$ cat src/rtl/bin_to_bcd_seq.sv
// bin_to_bcd_seq: sequential binary-to-BCD converter using shift-and-add-3
// (double dabble), one input bit per clock.
//
// Ports:
//   clk       system clock, rising edge
//   reset_p   asynchronous active-high reset
//   start     conversion request, accepted only while busy=0
//   bin       value to convert, sampled on the accepted start edge
//   busy      high while a conversion is in progress
//   done      one-cycle pulse marking new results on bcd/sign/overflow
//   bcd       packed BCD result, digit 0 in [3:0], held until next done
//   sign      input was negative (SIGNED=1 only), updated with done
//   overflow  magnitude exceeded 10^DIGITS-1, updated with done
module bin_to_bcd_seq #(
    parameter int unsigned BIN_W  = 12,
    parameter int unsigned DIGITS = 4,
    parameter int unsigned SIGNED = 0
) (
    input  logic                  clk,
    input  logic                  reset_p,
    input  logic                  start,
    input  logic [BIN_W-1:0]      bin,
    output logic                  busy,
    output logic                  done,
    output logic [DIGITS*4-1:0]   bcd,
    output logic                  sign,
    output logic                  overflow
);

    localparam int unsigned BCD_W = DIGITS * 4;
    localparam int unsigned CNT_W = $clog2(BIN_W + 1);

    // Parameter range guard at elaboration.
    if (BIN_W < 2 || BIN_W > 32) begin : g_bad_bin_w
        $error("bin_to_bcd_seq: BIN_W out of range 2..32");
    end
    if (DIGITS < 1 || DIGITS > 10) begin : g_bad_digits
        $error("bin_to_bcd_seq: DIGITS out of range 1..10");
    end

    typedef enum logic {
        IDLE  = 1'b0,
        SHIFT = 1'b1
    } state_t;

    state_t             state_q, state_d;
    logic [BIN_W-1:0]   shreg_q, shreg_d;
    logic [BCD_W-1:0]   scratch_q, scratch_d;
    logic [CNT_W-1:0]   cnt_q, cnt_d;
    logic               neg_q, neg_d;
    logic               ovf_q, ovf_d;
    logic               busy_d, done_d, sign_d, overflow_d;
    logic [BCD_W-1:0]   bcd_d;

    // Datapath helpers.
    logic               neg_in;
    logic [BIN_W-1:0]   mag;
    logic [BCD_W-1:0]   adj;
    logic [BCD_W-1:0]   scratch_sh;
    logic [BIN_W-1:0]   shreg_sh;
    logic               carry;

    // Magnitude of the input; two's-complement negate keeps BIN_W bits so
    // the most negative value maps to 2^(BIN_W-1).
    always_comb begin
        neg_in = (SIGNED != 0) && bin[BIN_W-1];
        mag    = neg_in ? (~bin) + BIN_W'(1) : bin;
    end

    // Per-digit add-3 correction, then one-bit left shift of {scratch, shreg}.
    always_comb begin
        adj = '0;
        for (int i = 0; i < int'(DIGITS); i++) begin
            adj[i*4 +: 4] = (scratch_q[i*4 +: 4] >= 4'd5) ? scratch_q[i*4 +: 4] + 4'd3
                                                           : scratch_q[i*4 +: 4];
        end
        {carry, scratch_sh} = {adj, shreg_q[BIN_W-1]};
        shreg_sh            = {shreg_q[BIN_W-2:0], 1'b0};
    end

    // State and output registers.
    always_ff @(posedge clk or posedge reset_p) begin
        if (reset_p) begin
            state_q   <= IDLE;
            shreg_q   <= '0;
            scratch_q <= '0;
            cnt_q     <= '0;
            neg_q     <= 1'b0;
            ovf_q     <= 1'b0;
            busy      <= 1'b0;
            done      <= 1'b0;
            bcd       <= '0;
            sign      <= 1'b0;
            overflow  <= 1'b0;
        end else begin
            state_q   <= state_d;
            shreg_q   <= shreg_d;
            scratch_q <= scratch_d;
            cnt_q     <= cnt_d;
            neg_q     <= neg_d;
            ovf_q     <= ovf_d;
            busy      <= busy_d;
            done      <= done_d;
            bcd       <= bcd_d;
            sign      <= sign_d;
            overflow  <= overflow_d;
        end
    end

    // Next-state and next-output logic.
    always_comb begin
        state_d    = state_q;
        shreg_d    = shreg_q;
        scratch_d  = scratch_q;
        cnt_d      = cnt_q;
        neg_d      = neg_q;
        ovf_d      = ovf_q;
        busy_d     = busy;
        done_d     = 1'b0;
        bcd_d      = bcd;
        sign_d     = sign;
        overflow_d = overflow;

        case (state_q)
            IDLE: begin
                if (start) begin
                    shreg_d   = mag;
                    neg_d     = neg_in;
                    scratch_d = '0;
                    ovf_d     = 1'b0;
                    cnt_d     = CNT_W'(BIN_W);
                    busy_d    = 1'b1;
                    state_d   = SHIFT;
                end
            end
            SHIFT: begin
                shreg_d   = shreg_sh;
                scratch_d = scratch_sh;
                ovf_d     = ovf_q | carry;
                cnt_d     = cnt_q - CNT_W'(1);
                // Last bit: publish results and return to idle.
                if (cnt_q == CNT_W'(1)) begin
                    bcd_d      = scratch_sh;
                    sign_d     = neg_q;
                    overflow_d = ovf_q | carry;
                    done_d     = 1'b1;
                    busy_d     = 1'b0;
                    state_d    = IDLE;
                end
            end
            default: begin
                state_d = IDLE;
            end
        endcase
    end

endmodule

$ cat config.mk
export PLATFORM = sky130hd
export DESIGN_NAME = bin_to_bcd_seq
export DESIGN_NICKNAME = d
export VERILOG_FILES = /design/src/rtl/bin_to_bcd_seq.sv
export SDC_FILE = /design/constraint.sdc
export NUM_CORES = 1
export LEC_CHECK = 0
export ABC_AREA = 1
export BUFFER_PORTS_ARGS = -buffer_cell sky130_fd_sc_hd__buf_2
export CAP_MARGIN = 20
export CORE_UTILIZATION = 53
export CTS_BUF_LIST = sky130_fd_sc_hd__clkbuf_2 sky130_fd_sc_hd__clkbuf_4 sky130_fd_sc_hd__clkbuf_8
export CTS_CLUSTER_SIZE = 40
export DETAILED_ROUTE_END_ITERATION = 12
export PLACE_DENSITY_LB_ADDON = 0.15
export SYNTH_ARGS = -nofsm -noshare
export SYNTH_HDL_FRONTEND = slang
export SYNTH_SLANG_ARGS = --single-unit
$ cat constraint.sdc
create_clock -name clk -period 1.45 [get_ports clk]
set_input_delay 0.29 -clock clk [delete_from_list [all_inputs] [get_ports clk]]
set_output_delay 0.29 -clock clk [all_outputs]
set_load 0.01 [all_outputs]
=== Yosys cells after proc, flatten, opt, wreduce, memory -nomap -nowiden ===
Cells that the tools add are included.

* Add/subtract/negate cells: 5
* Order comparisons: 4
* Eq/ne operators: 3
* Multiplexer cells: 20
* Bitwise logic cells: 2
* Reduce and logical (&&, ||, !) cells: 2

{| class="wikitable"
|+ Operators by type and width
! cell !! number
|-
| case mux 16 bit (2 select lines) || 1
|-
| case mux 12 bit (2 select lines) || 1
|-
| two-way mux 4 bit || 5
|-
| adder 4 x 2 -> 4 bit, second input constant || 4
|-
| greater-or-equal comparator 4 x 3 -> 1 bit, second input constant || 4
|-
| two-way mux 16 bit || 1
|-
| two-way mux 12 bit || 1
|-
| case mux 4 bit (2 select lines) || 1
|-
| two-way mux 1 bit || 7
|-
| case mux 1 bit (2 select lines) || 3
|-
| equality test 4 x 1 -> 1 bit, second input constant || 1
|-
| AND reduction 2 bit || 2
|-
| subtractor 4 x 1 -> 4 bit, second input constant || 1
|-
| != test 2 x 1 -> 1 bit, second input constant || 1
|-
| != test 2 bit, second input constant || 1
|-
| NOT 1 bit || 1
|-
| bitwise OR 1 bit || 1
|}

* Flip-flop bits (word level): 53
* Bits of input ports: 15
* Output and inout bits: 20
* Logic and storage cells: 45

=== Logic depth before layout (Yosys ltp) ===
* Depth in word-level cells: 4
* Depth in mapped cells: 10
* Gate-level depth less buffers: 10

=== Least setup slack after synthesis ===
OpenSTA, ideal clock, no wires.

* Kind: reg2reg
* Start: register cnt_q[1]
* End: register bcd[11]
* Arrival: 1.203 ns
* Data required time: 1.326 ns
* Path slack: 0.123 ns
* Stages on the path, launching flop included: 9
* Buffers on the path: 1
* Period minus slack after synthesis: 1.327 ns
* Cell sequence: dfrtp_1 > inv_1 > ha_1 > nand2_1 > nor3_4 > inv_2 > buf_6 > nand2_1 > o21ai_2

* Longest elaborated chain between the ends: 2

{| class="wikitable"
|+ Ends and longest elaborated chain
! element !! RTL line !! text
|-
| start, declared || 49 || <nowiki>logic [CNT_W-1:0] cnt_q, cnt_d;</nowiki>
|-
| start signal, assigned || 99 || <nowiki>cnt_q <= cnt_d;</nowiki>
|-
| equality test 4 x 1 -> 1 bit || 142 || <nowiki>if (cnt_q == CNT_W'(1)) begin</nowiki>
|-
| AND reduction 2 bit (no line) || -- ||
|-
| end signal, assigned || 92 || <nowiki>bcd <= '0;</nowiki>
|-
| end signal, assigned || 104 || <nowiki>bcd <= bcd_d;</nowiki>
|-
| end, declared || 25 || <nowiki>output logic [DIGITS*4-1:0] bcd,</nowiki>
|}

Every way passes these cells.
A chain may end at the register's enable or synchronous reset.

=== Worst setup path in the final report ===
* Start: register scratch_q[12]
* End: register scratch_q[14]

* Longest elaborated chain between the ends: 3

{| class="wikitable"
|+ Ends and longest elaborated chain
! element !! RTL line !! text
|-
| start, declared || 48 || <nowiki>logic [BCD_W-1:0] scratch_q, scratch_d;</nowiki>
|-
| start signal, assigned || 98 || <nowiki>scratch_q <= scratch_d;</nowiki>
|-
| adder 4 x 2 -> 4 bit or greater-or-equal comparator 4 x 3 -> 1 bit (tied branches) || 74 || <nowiki>adj[i*4 +: 4] = (scratch_q[i*4 +: 4] >= 4'd5) ? scratch_q[i*4 +: 4] + 4'd3</nowiki>
|-
| two-way mux 4 bit * || 74 ||
|-
| case mux 16 bit (2 select lines) * || 124 || <nowiki>case (state_q)</nowiki>
|}

Every way passes the cells marked *; elsewhere a longest branch is shown, timed or not.

==> run_results.csv <==
group,metric,value,unit
critical_path,cp_data_arrival_time,1.58,ns
clock_network,clkTransAtPathRegs,0.09,ns
die,die_w,71.0,um
clock_network,cts.sinks,53,
yosys,yosysWarnings,0,
clock_network,cts_tree,"built",
timing,setup-violations-final,0,
clock_network,clockBufferDepth,2,
critical_path,cp_common_cell,"nand2_1",
yosys,ys_types,21,
die,core_region_area,4470,um2
route,via_per_inst,5.32,
finish,final_core_util,0.661,
finish,nNetsFinal,370,
route,drc,5,
grt,antenna_found_initial,0,
timing,fin_crit,1.38,ns
pwr,total_power,6.98,mW
finish,final_common_cell,"nand2_1",
pwr,peakVddDrop,1000,uV
timing,hold_ws,0.0275,ns
finish,drive_gt1_frac,0.220,
timing,worst_pin_slew,0.549,ns
placed_design,dpl_cell_area,2790,um2
pwr,swShare,0.429,
critical_path,crit_required,1.65,ns
yosys,syn_inst,300,
route,via_count,2116,
pwr,pwr-share-seq,0.377,
grt,grt_overflow_total,0,
grt,grt_pass1_wl,9.08,mm
timing,period_share,0.950,
pwr,combPwrFrac,0.477,
yosys,post_synth_instance_area,2520,um2
finish,finalNonFillerCells,398,
grt,grt_usage,0.230,
placed_design,port_buffers,33,
clock_network,cts_root_buf,"clkbuf_8",
die,die_y,71.0,um
route,drt_iter0_drc,150,
status,violations,"DRC",
pwr,cellPowerDensity,2360,nW/um2
timing,rsz0062_at_grt,"true",
grt,grt_pass1_vias,2088,
timing,finalMaxSlewViolations,0,
critical_path,cp_slowest_cell,"dfrtp_1",
run,maxCapViolCount,0,
timing,fmax,726,MHz
timing,finalHoldViolCount,0,
finish,n_antenna_cell,0,
pwr,p_clk_frac,0.146,
die,fp-row-count,24,
pwr,p_leak,1.57,nW
placed_design,dp.cells,387,
grt,grt_max_degree,54,
die,io_pins,35,
die,dieArea,5040,um2
route,avgRoutedWirePerCell,13.1,um
route,dr.pass1.iters,9,
finish,syn2layout_area_growth,17.2,%
yosys,seq_area_frac_synth,0.525,
timing,max-slew-margin-rel,0.634,
critical_path,end_kind,"flop",
yosys,synth-seq-cells,53,
placed_design,place_hpwl,3.43,mm
finish,final_cell_mix,"nand2_1 (109), dfrtp_1 (51), nand3_1 (42), buf_2 (33), inv_1 (21)",
timing,skew,0.00814,ns
pwr,power.internal,3.99,mW
placed_design,gp_congestion,0.838,
pwr,p_sw,2.99,mW
die,initial_core_util,0.564,
clock_network,ctsHtreeMaxLevel,2,
min_path,min_path_type,"input port to asynchronous set/reset pin",
critical_path,max_stage_delay,0.41,ns
critical_path,criticalPathCategory,"flop to flop",
status,status,"complete, but fails checks",
critical_path,crit_chain,"buf_4, ha_1, nand2_1, nand2_1, inv_2, nand3_1, nand3_1, nand2_1",
yosys,syn_nets,325,
critical_path,cp-start-kind,"flop",
clock_network,clk_latency,0.31,ns
route,drt_wl_total,5.23,mm
finish,stdcell_area,2960,um2
route,ant_nets,0,
clock_network,cts-buffers-inserted,5,
yosys,avgSynthCellArea,8.42,um2
critical_path,crit_fanout,3,
metrics by stage:
stage               TNS, ns  worst slack (ns)
finish                    0            0.0723
global route        -0.0276           -0.0120
CTS                       0            0.0256
detailed placement  -0.0126           -0.0126
global placement          0            0.0380
floorplan                 0             0.123
final cells by class:
cell class / count / area (um2)
Tap cell: 52 / 65.1
Sequential cell: 53 / 1330
Clock inverter: 2 / 38.8
Clock buffer: 6 / 76.3
Inverter: 26 / 104
Multi-Input combinational cell: 211 / 1050
Fill cell: 384 / 1520
Timing Repair Buffer: 48 / 294
synth_stat cells, drive strengths merged:
library cell  number  area, um2
o211ai             4       30.0
nor3               1       16.3
ha                10        125
conb               1       3.75
a22o               1       8.76
nor2              10       47.6
o21ai             21        116
inv               26       97.6
dfrtp             53       1330
nand3             42        210
a21oi              3       15.0
o22ai              6       37.5
buf               10       70.1
nand2            112        420
power by group through the flow:
stage	logic, mW	clock network (mW)	registers (mW)
5_1_grt	3.81	1.09	2.72
2_1_floorplan	2.15	0	2.67
4_1_cts	3.22	1.05	2.61
6_report	3.33	1.02	2.63
3_5_place_dp	3.11	0	2.64
3_3_place_gp	3.01	0	2.62
worst max-delay path: cells and delay by family (launching register included):
| kind | cells | cell delay [ns] |
|---|---|---|
| adders and majority gates | 1 | 0.18 |
| buffers and inverters | 2 | 0.23 |
| DFF | 1 | 0.41 |
| and+or+nand+nor | 5 | 0.45 |
metal layers:
| layer | track usage | wire length [um] | up-vias |
|---|---|---|---|
| li1 | - | - | 1054 |
| met1 | 0.288 | 2380 | 994 |
| met2 | 0.391 | 2530 | 55 |
| met3 | 0.0470 | 197 | 13 |
| met4 | 0.0978 | 120 | 0 |
| met5 | 0 | 0 | - |
worst paths after layout:
kind / startpoint / endpoint / slack, ns / cells past startpoint
worst max register to register: scratch_q[12] / scratch_q[14] / 0.07 / 8
worst min register to register: bcd[5] / bcd[5] / 0.48 / 2
max in group asynchronous: reset_p / state_q / 1.17 / 3
min in group clk: bin[9] / shreg_q[9] / 0.18 / 3
worst min-delay path: reset_p / bcd[1] / 0.03 / 3
worst max-delay path: scratch_q[12] / scratch_q[14] / 0.07 / 8
logic make-up after synthesis:
kind of cell,after synthesis,share of synthesized area
adders and majority gates,10,0.0496
other,1,0.00149
AOI/OAI and AO/OA,35,0.0823
and+or+nand+nor,165,0.275
buffers and inverters,36,0.0664
DFF,53,0.525
timing repair:
item                                    CTS  global route
hold buffers                              0             0
pin swaps                                 0             1
resized for setup                         3            15
endpoints found under the setup margin   14            26
setup buffers                             2             1
state kept, by name, summed over array words and instances, names as in the netlist:
name,flops
state_q,1
done,1
shreg_q,12
cnt_q,4
busy,1
overflow,1
bcd,16
scratch_q,16
ovf_q,1
(Power assumes the default switching activity.)
